**src/rtl/ahb_bus_arbiter.sv**
```systemverilog
// ahb_bus_arbiter
//   Arbitrates a shared AHB between IAHB (0), DAHB (1) and an auxiliary
//   master (2). Re-arbitrates only when HREADY is high, honours locked
//   sequences, and limits how long an unlocked owner may keep the bus while
//   others wait (MAX_HOLD quota).
//
//   Optional feature: define AHB_ARB_ROUND_ROBIN_EN to make the hand-over
//   search start after the current owner (round robin). Without it, the
//   lowest requesting index wins (fixed priority).
//
// Ports
//   HCLK          bus clock
//   HRESET        synchronous active-high reset
//   HBUSREQ[N]    per-master bus request
//   HLOCK[N]      per-master locked-transfer request
//   HREADY        transfer-done; high marks an arbitration point
//   HGRANT[N]     one-hot grant (decode of registered grant index)
//   HMASTER       owner of the current address phase
//   HMASTER_DATA  owner of the current data phase
//   HMASTLOCK     current address phase is locked
module ahb_bus_arbiter #(
    parameter int NUM_MASTERS    = 3,
    parameter int MIDX_W         = 2,
    parameter int DEFAULT_MASTER = 0,
    parameter int MAX_HOLD       = 8
) (
    input  logic                   HCLK,
    input  logic                   HRESET,
    input  logic [NUM_MASTERS-1:0] HBUSREQ,
    input  logic [NUM_MASTERS-1:0] HLOCK,
    input  logic                   HREADY,
    output logic [NUM_MASTERS-1:0] HGRANT,
    output logic [MIDX_W-1:0]      HMASTER,
    output logic [MIDX_W-1:0]      HMASTER_DATA,
    output logic                   HMASTLOCK
);

    localparam logic [MIDX_W-1:0] DEF_IDX  = MIDX_W'(DEFAULT_MASTER);
    localparam logic [7:0]        HOLD_MAX = 8'(MAX_HOLD - 1);

    logic [MIDX_W-1:0] grant_idx_q, grant_idx_d;
    logic [MIDX_W-1:0] hmaster_q;
    logic [MIDX_W-1:0] hmaster_data_q;
    logic              hmastlock_q;
    logic [7:0]        hold_cnt_q, hold_cnt_d;

    logic [NUM_MASTERS-1:0] owner_oh;
    logic [NUM_MASTERS-1:0] cand;
    logic                   owner_req;
    logic                   owner_lock;
    logic                   others_req;
    logic                   quota_expired;
    logic [MIDX_W-1:0]      pick_idx;
    logic                   pick_found;

    assign owner_oh      = NUM_MASTERS'(1) << grant_idx_q;
    assign owner_req     = HBUSREQ[grant_idx_q];
    assign owner_lock    = owner_req & HLOCK[grant_idx_q];
    assign others_req    = |(HBUSREQ & ~owner_oh);
    assign quota_expired = (hold_cnt_q >= HOLD_MAX);

    // Hand-over candidates: an owner whose quota ran out steps aside while
    // someone else is waiting.
    always_comb begin
        cand = HBUSREQ;
        if (quota_expired && others_req) begin
            cand = HBUSREQ & ~owner_oh;
        end
    end

`ifdef AHB_ARB_ROUND_ROBIN_EN
    // Search starts just after the owner and wraps, so the owner is last.
    always_comb begin
        pick_idx   = DEF_IDX;
        pick_found = 1'b0;
        for (int k = 1; k <= NUM_MASTERS; k++) begin
            int j;
            j = (int'(grant_idx_q) + k) % NUM_MASTERS;
            if (!pick_found && cand[MIDX_W'(j)]) begin
                pick_idx   = MIDX_W'(j);
                pick_found = 1'b1;
            end
        end
    end
`else
    // Fixed priority: lowest index wins.
    always_comb begin
        pick_idx   = DEF_IDX;
        pick_found = 1'b0;
        for (int i = NUM_MASTERS - 1; i >= 0; i--) begin
            if (cand[MIDX_W'(i)]) begin
                pick_idx   = MIDX_W'(i);
                pick_found = 1'b1;
            end
        end
    end
`endif

    always_comb begin
        grant_idx_d = grant_idx_q;
        if (owner_lock) begin
            grant_idx_d = grant_idx_q;
        end else if (owner_req && (!quota_expired || !others_req)) begin
            grant_idx_d = grant_idx_q;
        end else if (pick_found) begin
            grant_idx_d = pick_idx;
        end else begin
            grant_idx_d = DEF_IDX;
        end
    end

    // Quota counter restarts on every hand-over and stays at zero through a
    // locked sequence, so dropping the lock starts a fresh quota.
    always_comb begin
        hold_cnt_d = hold_cnt_q;
        if (grant_idx_d != grant_idx_q || owner_lock) begin
            hold_cnt_d = 8'd0;
        end else if (owner_req && hold_cnt_q < HOLD_MAX) begin
            hold_cnt_d = hold_cnt_q + 8'd1;
        end
    end

    always_ff @(posedge HCLK) begin
        if (HRESET) begin
            grant_idx_q    <= DEF_IDX;
            hmaster_q      <= DEF_IDX;
            hmaster_data_q <= DEF_IDX;
            hmastlock_q    <= 1'b0;
            hold_cnt_q     <= 8'd0;
        end else if (HREADY) begin
            grant_idx_q    <= grant_idx_d;
            hmaster_q      <= grant_idx_q;
            hmaster_data_q <= hmaster_q;
            hmastlock_q    <= owner_lock;
            hold_cnt_q     <= hold_cnt_d;
        end
    end

    assign HGRANT       = owner_oh;
    assign HMASTER      = hmaster_q;
    assign HMASTER_DATA = hmaster_data_q;
    assign HMASTLOCK    = hmastlock_q;

endmodule

```
**config.mk**
```make
export PLATFORM = sky130hd
export DESIGN_NAME = ahb_bus_arbiter
export DESIGN_NICKNAME = d
export VERILOG_FILES = /design/src/rtl/ahb_bus_arbiter.sv
export SDC_FILE = /design/constraint.sdc
export NUM_CORES = 1
export LEC_CHECK = 0
export CAP_MARGIN = 20
export CELL_PAD_IN_SITES_DETAIL_PLACEMENT = 0
export CELL_PAD_IN_SITES_GLOBAL_PLACEMENT = 1
export CORE_MARGIN = 4
export CORE_UTILIZATION = 40
export DETAILED_ROUTE_END_ITERATION = 12
export MAX_ROUTING_LAYER = met4
export PLACE_DENSITY = 0.79
export SLEW_MARGIN = 20
export SYNTH_ARGS = -nofsm -noshare
export SYNTH_HDL_FRONTEND = slang
export SYNTH_SLANG_ARGS = --single-unit
```
**constraint.sdc**
```tcl
create_clock -name HCLK -period 2.7 [get_ports HCLK]
set_input_delay 0.675 -clock HCLK [delete_from_list [all_inputs] [get_ports HCLK]]
set_output_delay 0.675 -clock HCLK [all_outputs]
set_load 0.05 [all_outputs]
```
==> flow_metrics.tcl <==
set metrics [dict create \
    post-cts-setup-buffers 0 \
    grt_pass1_vias 805 \
    synth_nets 110 \
    yosysWarnings 0 \
    ys_ff_latch 15 \
    vias 760 \
    fin_crit_sh_pct 94.0 \
    synth_edf_count 0 \
    grt_max_degree 17 \
    cts.htree.levels 1 \
    crit_fanout 5 \
    synth.area.top_cells "dfxtp_1 (35%), a211oi_1 (6.1%), mux2i_1 (5.8%)" \
    cpMaxStageDelayCell "clkdlybuf4s50_1" \
    max-slew-margin-rel_pct 59.4 \
    synthTopCellsByCount "dfxtp_1 (15), a21oi_1 (9), nor2_1 (9)" \
    clkSlewWorstSetupHoldPaths_ns 0.10 \
    tritoncts "built" \
    ctsHoldBuffers 0 \
    grt_overflow 0 \
    muxShareOfSynthArea_pct 5.76 \
    portBuffers 16 \
    maxCapViolations 0 \
    leakage_uw 0.000400 \
    synthFlopType "dfxtp_1" \
    drive_gt1_share_pct 14.0 \
    antenna_found_initial 0 \
    rsz0062_at_grt "no" \
    drv_slew 0 \
    cp_cell_sequence "nor2b_2 > clkdlybuf4s50_1" \
    avgSynthCellArea_um2 8.68 \
    drt_iter0_markers 16 \
    synth-simple-area-share_pct 22.5 \
    cts_root_buf "clkbuf_4" \
    yosys.area.top_type "dfxtp_1" \
    drcViolationCount 0 \
    pwr_density_cell_nw_per_um2 397 \
    wl_per_cell_um 13.2 \
    setup.worst_path.class "flip-flop to output port" \
    start_util_pct 43.4 \
    vdd_drop_max_uv 343 \
    synthMostInstantiatedCell "dfxtp_1" \
    syn2layout_area_growth_pct 28.0 \
    r2r_cells 6 \
    r2r_start "grant_idx_q[0]" \
    worst_slew_pin_slew_ns 0.607 \
    grt_first_pass_wirelength_um 3620 \
    hold_end "hold_cnt_q[7]" \
    hold_slack_ns 0.458 \
    critPathMaxStageDelay_ns 0.84 \
    die_w_um 54.6 \
    insertedDiodeCount 0 \
    async_flop_share_pct 0 \
    fin_crit_ns 2.54 \
    finalSetupViolations 0 \
    io_pins 17 \
    min_path_cells 2 \
    synth.top_cell.area_share_pct 34.6 \
    required_ns 2.03 \
    die-area_um2 2980 \
    clk_path_buf_depth 2 \
    syn_area_um2 868 \
    timing.rr.end "hold_cnt_q[4]" \
    skew_ns 0.0121 \
    holdCritStartpoint "hold_cnt_q[7]" \
    vias_per_cell 5.14 \
    nNetsFinal 132 \
    cts_repair_resize_count 0 \
    crit_arrival_ns 1.86 \
    cp-end-kind "output port" \
    routed_wl_um 1950 \
    hold_viol 0 \
    rrSetupSlack_ns 0.63 \
    coreArea_um2 2000 \
    grt.total_usage_pct 17.2 \
    cp-start-kind "flip-flop" \
    dpl.hpwl_um 1470 \
    ys_seq_area_share_pct 34.6 \
    rows 16 \
    drt_first_pass_iters 4 \
    yosysUniqueCellTypes 35 \
    synth_top_family_by_area "compound AO/OA/AOI/OAI gates" \
    finalSetupTns_ns 0 \
    hold_class "flip-flop to flip-flop" \
    gp_routability_congestion 0.857 \
    stdcell_count 148 \
    synth_compound_area_share_pct 28.5 \
    clk-insertion-delay-late_ns 0.29 \
    synth_xor_area_share_pct 1.01 \
    cts.sinks 15 \
    dp_cells 144 \
    power.total_uw 441 \
    synth_fa_ha_area_share_pct 1.44 \
    postRouteAntennaNets 0 \
    status "finished clean" \
    syn-instance-count 100 \
    fmax_mhz 394 \
    die_h_um 54.6 \
    cts_made_buffers 3 \
]
[layout by cell type (no fill, tap or decap), drive strengths merged, types with 2 or more instances in the layout]
cell type      netlist  final
a2111oi              3      3
a211oi               7      7
a21oi               10     10
and4                 2      2
buf                  4      7
clkbuf               2      3
clkdlybuf4s50        0     16
dfxtp               15     15
inv                  6      6
mux2i                5      5
nand2                6      6
nand2b               5      5
nand3                5      5
nor2                 9      9
nor2b                5      5
o21ai                2      2
[per-layer routing]
layer,global-route usage [%],vias to the layer above,share of wire (%)
met4,6.22,0,0.72
met1,22.3,340,49
met5,-,-,0
met3,3.27,2,3.0
li1,-,403,-
met2,26.4,15,47
[stage by stage]
stage | worst slack, ns | utilization (%) | area, um^2
2_1_floorplan | 0.593 | - | 868
3_3_place_gp | 0.119 | 54.1 | 1080
3_5_place_dp | 0.0722 | 54.1 | 1080
4_1_cts | 0.120 | 55.5 | 1110
5_1_grt | 0.0153 | 55.5 | 1110
6_report | 0.161 | 55.5 | 1110
[how the worst max path moves through the flow]
stage / slack [ns] / end / startpoint / cells after the start
after floorplan: 0.59 / hold_cnt_q[4] / grant_idx_q[1] / 7
after global placement: 0.12 / hold_cnt_q[4] / HBUSREQ[1] / 6
after detailed placement: 0.07 / hold_cnt_q[4] / HBUSREQ[1] / 6
after CTS: 0.12 / HGRANT[2] / grant_idx_q[1] / 2
after global routing: 0.02 / HGRANT[2] / grant_idx_q[1] / 2
final: 0.16 / HGRANT[2] / grant_idx_q[1] / 2
[worst max-delay path: cells and delay by family (launching register included)]
kind	cells	cell delay [ns]
simple gates	1	0.28
buf+inv	1	0.84
flops	1	0.47
[state kept, by name, indices dropped and copies added, names as in the netlist]
| name | cells |
|---|---|
| HMASTER | 2 |
| HMASTLOCK | 1 |
| hold_cnt_q | 8 |
| grant_idx_q | 2 |
| HMASTER_DATA | 2 |
[where the power goes]
part / internal, uW / switching (uW)
clock network: 55.0 / 71.4
logic: 38.8 / 48.0
registers: 225 / 3.19
total: 318 / 123
[area by class of cell]
| type | instances | area (um^2) |
|---|---|---|
| inverters | 6 | 22.5 |
| repair buffers | 23 | 213 |
| clock buffers | 3 | 22.5 |
| fillers | 197 | 891 |
| flip-flops and latches | 15 | 300 |
| clock inverters | 1 | 5.00 |
| multi-input cells | 73 | 514 |
| well taps | 27 | 33.8 |
[cells by family (layout without fill, tap and decap cells)]
group                    Yosys count  in the layout
XOR/XNOR                           1              1
adder cells (fa/ha/maj)            1              1
buffers and inverters             12             33
flip-flops                        15             15
multiplexers                       5              5
AO/OA/AOI/OAI                     29             29
AND/OR/NAND/NOR                   37             37
No activity file was read; power rests on OpenSTA's default activity.
